<file path="src/rtl/multiport_bypass_fifo.sv">
// Multi-lane instruction/elastic FIFO: up to WR_PORTS pushes and RD_PORTS pops per cycle,
// with zero-latency bypass of accepted write lanes behind the stored entries.
module multiport_bypass_fifo #(
  parameter  int unsigned WIDTH      = 32,
  parameter  int unsigned DEPTH_LOG2 = 3,
  parameter  int unsigned WR_PORTS   = 2,
  parameter  int unsigned RD_PORTS   = 2,
  localparam int unsigned DEPTH      = 1 << DEPTH_LOG2,
  localparam int unsigned WN         = $clog2(WR_PORTS + 1),
  localparam int unsigned RN         = $clog2(RD_PORTS + 1),
  localparam int unsigned CN         = DEPTH_LOG2 + 1
) (
  input  logic                       clk,
  input  logic                       resetn,
  input  logic                       flush,
  input  logic [WN-1:0]              wr_num,
  input  logic [WR_PORTS*WIDTH-1:0]  wr_data,
  input  logic [RN-1:0]              rd_num,
  output logic [RD_PORTS*WIDTH-1:0]  rd_data,
  output logic [RN-1:0]              rd_avail,
  output logic [CN-1:0]              count,
  output logic [CN-1:0]              free,
  output logic                       empty,
  output logic                       full,
  output logic                       err_ovf,
  output logic                       err_udf
);

  localparam int unsigned PW    = (DEPTH_LOG2 > 0) ? DEPTH_LOG2 : 1;
  localparam int unsigned AW    = CN + 1;
  localparam int unsigned PMASK = DEPTH - 1;

  logic [WIDTH-1:0] mem [DEPTH];
  logic [PW-1:0]    r_pnt;
  logic [PW-1:0]    w_pnt;
  logic             wr_ok;
  logic             rd_ok;
  logic [WN-1:0]    wr_acc;
  logic [RN-1:0]    rd_acc;
  logic [AW-1:0]    avail;

  assign free  = CN'(DEPTH) - count;
  assign empty = (count == '0);
  assign full  = (count == CN'(DEPTH));

  // Acceptance uses only the current occupancy; pops never make room for same-cycle pushes.
  always_comb begin
    wr_ok    = (32'(wr_num) <= WR_PORTS) && (32'(wr_num) <= 32'(free));
    wr_acc   = wr_ok ? wr_num : '0;
    avail    = AW'(count) + AW'(wr_acc);
    rd_ok    = (32'(rd_num) <= RD_PORTS) && (32'(rd_num) <= 32'(avail));
    rd_acc   = rd_ok ? rd_num : '0;
    rd_avail = (32'(avail) >= RD_PORTS) ? RN'(RD_PORTS) : RN'(avail);
  end

  // Read lanes walk the stored entries oldest-first, then the accepted write lanes.
  always_comb begin
    rd_data = '0;
    for (int unsigned k = 0; k < RD_PORTS; k++) begin
      if (k < 32'(count)) begin
        rd_data[k*WIDTH +: WIDTH] = mem[PW'((32'(r_pnt) + k) & PMASK)];
      end else begin
        for (int unsigned j = 0; j < WR_PORTS; j++) begin
          if ((j < 32'(wr_acc)) && (k == 32'(count) + j)) begin
            rd_data[k*WIDTH +: WIDTH] = wr_data[j*WIDTH +: WIDTH];
          end
        end
      end
    end
  end

  // Storage is intentionally left unreset.
  always_ff @(posedge clk) begin
    if (!flush) begin
      for (int unsigned i = 0; i < WR_PORTS; i++) begin
        if (i < 32'(wr_acc)) begin
          mem[PW'((32'(w_pnt) + i) & PMASK)] <= wr_data[i*WIDTH +: WIDTH];
        end
      end
    end
  end

  always_ff @(posedge clk or negedge resetn) begin
    if (!resetn) begin
      r_pnt   <= '0;
      w_pnt   <= '0;
      count   <= '0;
      err_ovf <= 1'b0;
      err_udf <= 1'b0;
    end else if (flush) begin
      r_pnt   <= '0;
      w_pnt   <= '0;
      count   <= '0;
      err_ovf <= 1'b0;
      err_udf <= 1'b0;
    end else begin
      w_pnt   <= PW'((32'(w_pnt) + 32'(wr_acc)) & PMASK);
      r_pnt   <= PW'((32'(r_pnt) + 32'(rd_acc)) & PMASK);
      count   <= count + CN'(wr_acc) - CN'(rd_acc);
      err_ovf <= (wr_num != '0) && !wr_ok;
      err_udf <= (rd_num != '0) && !rd_ok;
    end
  end

endmodule

</file>
<file path="config.mk">
export PLATFORM = sky130hd
export DESIGN_NAME = multiport_bypass_fifo
export DESIGN_NICKNAME = d
export VERILOG_FILES = /design/src/rtl/multiport_bypass_fifo.sv
export SDC_FILE = /design/constraint.sdc
export NUM_CORES = 1
export LEC_CHECK = 0
export BUFFER_PORTS_ARGS = -buffer_cell sky130_fd_sc_hd__buf_4
export CORE_MARGIN = 3
export CORE_UTILIZATION = 34
export DETAILED_ROUTE_END_ITERATION = 8
export RECOVER_POWER = 50
export SYNTH_ARGS = -nofsm -noshare
export SYNTH_HDL_FRONTEND = slang
export SYNTH_SLANG_ARGS = --single-unit
</file>
<file path="constraint.sdc">
create_clock -name clk -period 14.9 [get_ports clk]
set_input_delay 1.49 -clock clk [delete_from_list [all_inputs] [get_ports clk]]
set_output_delay 1.49 -clock clk [all_outputs]
set_load 0.01 [all_outputs]
</file>
### Word-level counts from Yosys, hierarchy flattened

Memory sizes are Yosys's and may differ from the RTL's.
Cells that the tools add are included.

* $add $sub $neg: 9
* reduce and logical (&&, ||, !) cells: 15
* magnitude comparators: 9
* equality and inequality tests: 3
* mux-type cells: 20

Operator list (count)
* $mux 32: 6
* $logic_not 32->1: 2
* $logic_and 1x1->1: 8
* $lt 1x4->1 const A: 2
* $mux 1: 8
* $add 3x1->3 const B: 2
* $add 3x2->3: 2
* $mux 2: 3
* $mux 3: 2
* $add 4x1->5 const B: 1
* $add 4x2->5: 1
* $eq 1x5->1 const A: 1
* $ge 5x2->1 const B: 1
* $le 2x5->1: 1
* $add 4x2->4: 1
* $eq 1x4->1 const A: 1
* $eq 4x4->1 const B: 1
* $le 2x2->1 const B: 2
* $le 2x4->1: 1
* $logic_not 4->1: 1
* $lt 1x2->1 const A: 2
* $mux 4: 1
* $reduce_bool 2->1: 2
* $sub 4x2->4: 1
* other kinds (2): 3

* memories kept: 1
* bits of input ports: 71
* logic and storage cells: 62
* register bits: 12
* RAM bits: 256

Memories
* mem: depth 8, width 32, read ports 2, clocked after memory_dff 0, wr ports 2, line 33 `logic [WIDTH-1:0] mem [DEPTH];`

### Logic depth before layout (Yosys ltp)

* depth in word-level cells: 10
* gate-level depth with buffers: 23
* gate-level depth less buffers: 22

### Worst setup path after synthesis

Ideal clock, no wire load.

* path kind: input to register
* start: input wr_num[1]
* end: memory mem[1][0], enable pin
* arrival time: 5.698 ns
* required time: 14.389 ns
* stages: 5
* slack: 8.691 ns
* cells stage by stage: ha_1 > a21oi_1 > a2111oi_4 > buf_4 > o41ai_1

RTL lines
* start: declaration: line 16 `input logic [WN-1:0] wr_num,`
* end: declaration: line 33

### Worst setup path after layout

* start: input wr_num[0]
* end: output rd_avail[0]

* word-level cells in the longest chain between the ends: 6

Ends and longest elaborated chain
* $le 2x4->1 or $le 2x2->1 (tied branches): line 48 `wr_ok = (32'(wr_num) <= WR_PORTS) && (32'(wr_num) <= 32'(free));`
* $logic_and 1x1->1: line 48
* $mux 2 *: line 49 `wr_acc = wr_ok ? wr_num : '0;`
* $add 4x2->5 *: line 50 `avail = AW'(count) + AW'(wr_acc);`
* $ge 5x2->1: line 53 `rd_avail = (32'(avail) >= RD_PORTS) ? RN'(RD_PORTS) : RN'(avail);`
* $mux 2 *: line 53
* end: declaration: line 20 `output logic [RN-1:0] rd_avail,`

Every way passes the cells marked *; elsewhere a longest branch is shown, timed or not.

==> out/results.tsv <==
stage	metric	value	unit
min_path	Worst Hold Class	reg -> reg	
final_layout	Area Growth Syn to Fin	13.3	%
floorplanning	Die Span X	234	um
synthesis	Syn Area/Cell	12.9	um2
clocking	CTS Hold Buffers Added	0	
timing	Tcrit/Tclk final	0.544	
place	gpl congestion	0.801	
setup_path	slowest cell delay on critical path	2.82	ns
synthesis	synth top area cells	edfxtp_1, mux2_2, mux4_2	
synthesis	Post-synth EDFFs	256	
floorplanning	Die ar.	54600	um2
pwr	Sw Share	0.392	
clocking	setup bufs post-CTS	0	
timing	endpoints failing hold	0	
final_layout	Core Util, Final	0.394	
grt	grt total ovfl	0	
route	vias per cell	5.89	
clocking	Clock H-tree levels	2	
timing	Final setup viols	0	
synthesis	Yosys Warn Count	0	
clocking	Clk pin slew, worst setup/hold paths	0.06	ns
route	total wire length	57400	um
timing	Setup Skew	0.0199	ns
final_layout	Layout Nets	1497	
pwr	Clock power frac	0.212	
synthesis	Syn Nets	1462	
synthesis	cell area after synthesis	17600	um2
timing	worst slew pin tran	3.60	ns
setup_path	endpoint kind of the worst setup timing path	output port	
final_layout	FF+latch area	7990	um2
clocking	CTS Buffer Depth	3	
route	antenna viol nets, final	0	
route	Wirelength per Cell	27.4	um
timing	minimum clock period	8.11	ns
route	via count	12400	
status	failing checks	capacitance limit, slew limit	
setup_path	Slowest-stage cell, CP	a2111oi_0	
pwr	P per Cell Area	188	nW/um2
timing	Fmax	0.123	GHz
setup_path	Max FO, Critical Path	11	
clocking	clock sink count	268	
timing	Pins Over Slew Limit	280	
flow_run	maxcap violations	9	
place	dpl hpwl	31300	um
floorplanning	Die H	234	um
final_layout	share of cells above drive strength 1	0.450	
clocking	CTS tree	yes	
floorplanning	# IOs	149	
route	DRC violations left	0	
floorplanning	initial core utilization	0.348	
clocking	Skew-Pair Late Insertion Delay	0.54	ns
grt	vias in the first global route	12800	
final_layout	filler instances	4872	
grt	Total GRT Usage	0.207	
timing	worst hold margin	0.688	ns
synthesis	Synth top area share	0.436	
pwr	LEAKAGE	6.89	nW
pwr	Psw	0.00147	W
synthesis	Synth area leader	edfxtp_1	
synthesis	register area share after synthesis	0.453	
route	initial DRC count	1135	
timing	Worst slew margin	-1.47	
setup_path	R2R setup slack	6.91	ns
clocking	Num CTS Buffers	34	
synthesis	Synth Flop Type	edfxtp_1	
setup_path	Setup crit start kind	primary input	
clocking	post-cts resize count	0	
grt	first-pass GRT wire length	83700	um
setup_path	Critical Path RT	13.41	ns
timing	TNS Setup	0	ns
setup_path	critical-path cell list	buf_4 -> inv_1 -> ha_1 -> a2111oi_0 -> nor2_1 -> ha_1 -> fa_1 -> o21ai_0 -> nand4_1 -> nor2_1 -> buf_4	
place	PortBufs	148	
synthesis	Synth Instances	1365	
clocking	root buffer cell	clkbuf_16	
setup_path	CP arrival	6.62	ns
grt	initial antenna violation count	3	
floorplanning	Core Footprint	50700	um2
final_layout	Multi-input gate area	8750	um2
synthesis	Async S/R FF share, synth	0.0448	
status	status	complete, but fails checks	
route	DRT Pass-1 Iters	5	
timing	RSZ-0062 raised after global routing	no	
synthesis	Netlist cell types	54	
pwr	Internal Power	0.00228	W
pwr	combinational power share	0.526	
floorplanning	row cnt	82	
synthesis	flops & latches, synth	268	
grt	largest net degree at the start of global routing	81	
pwr	sequential power share	0.262	
setup_path	CP Class	in -> out	
pwr	maximum vdd drop	126	uV
## area by class of cell
class | instances | area share
antenna | 3 | 0.000376
sequential | 268 | 0.400
clock buffer | 45 | 0.0457
multi-input combinational | 899 | 0.438
inverter | 20 | 0.00376
tap | 672 | 0.0421
clock inverter | 13 | 0.00689
timing repair buffer | 177 | 0.0631
## metal layers
layer	global-route usage	up-vias	wire (um)
met2	0.354	521	27900
met4	0.0599	0	1730
met5	0	-	0
met3	0.0402	128	4320
li1	-	5417	-
met1	0.265	6286	23500
## cell families (layout without fill, tap and decap cells)
kind of cell / count (synthesis) / count (layout) / share of synthesized area
and+or+nand+nor: 233 / 233 / 0.0801
xor gates and xnor gates: 9 / 9 / 0.00490
AOI/OAI and AO/OA: 216 / 216 / 0.0975
buffers and inverters: 198 / 255 / 0.0519
DFF: 268 / 268 / 0.453
adders and majority gates: 26 / 26 / 0.0206
other: 0 / 3 / 0
muxes: 415 / 415 / 0.292
## registers in the layout, summed over array words and instances (netlist names)
signal	flops
err_udf	1
err_ovf	1
r_pnt	3
w_pnt	3
count	4
mem	256
## worst max-delay path, delay by kind of cell
kind | cells | cell delay [ns]
buffers and inverters | 3 | 0.27
AND/OR/NAND/NOR | 3 | 0.64
adder cells (fa/ha/maj) | 3 | 1.13
AO/OA/AOI/OAI | 2 | 3.08
## power by group through the flow
stage | Clock [W] | Combinational [W] | Sequential [W]
final | 0.000796 | 0.00198 | 0.000984
after floorplan | 0 | 0.00131 | 0.000956
after global routing | 0.000840 | 0.00211 | 0.000993
after detailed placement | 0 | 0.00200 | 0.000998
after global placement | 0 | 0.00198 | 0.000996
after CTS | 0.000808 | 0.00201 | 0.000983
## synthesized netlist by cell type (6+ instances only)
cell type  number
inv_1          20
buf_1          74
o22ai_1        63
mux2_4         29
a211oi_1       65
nor2b_1       106
nand2_1         8
xnor2_1         6
and2_1          6
mux2_2        352
buf_2          26
mux4_2         32
nor3_1         37
ha_1           21
dfrtp_1        12
nor2_1         15
nor4_1         32
a21oi_1         6
edfxtp_1      256
clkbuf_1       62
a221o_1        64
buf_6          11
## final timing paths
path,from,end,depth (start not counted)
max,wr_num[0],rd_avail[0],11
min,r_pnt[2],r_pnt[2],2
max reg2reg,count[1],count[3],22
min reg2reg,r_pnt[2],r_pnt[2],2
max in group asynchronous,resetn,r_pnt[0],1
min in group asynchronous,resetn,count[2],1
## layout by cell type, fill, tap and decap left out, types with 6 or more instances in the layout
master / count
edfxtp_1: 256
dfrtp_1: 11
nand2_1: 8
a21oi_1: 6
nor2b_1: 105
mux2_4: 29
buf_4: 159
clkbuf_16: 35
mux4_2: 32
clkbuf_1: 28
ha_1: 20
o22ai_1: 63
mux2_2: 352
nor2_1: 15
inv_1: 20
nor3_1: 37
a211oi_1: 65
a221o_1: 64
nor4_1: 32
## through the flow
| stage | setup slack [ns] | area [um2] | instances | power (W) |
|---|---|---|---|---|
| 2_1_floorplan | 8.69 | 17600 | 1365 | 0.00226 |
| 3_3_place_gp | 8.68 | 19000 | 2036 | 0.00298 |
| 3_5_place_dp | 8.59 | 19000 | 2036 | 0.00299 |
| 4_1_cts | 8.74 | 20100 | 2094 | 0.00380 |
| 5_1_grt | 6.22 | 20000 | 2095 | 0.00394 |
| 6_report | 6.79 | 20000 | 2097 | 0.00376 |
(Power assumes the default switching activity.)
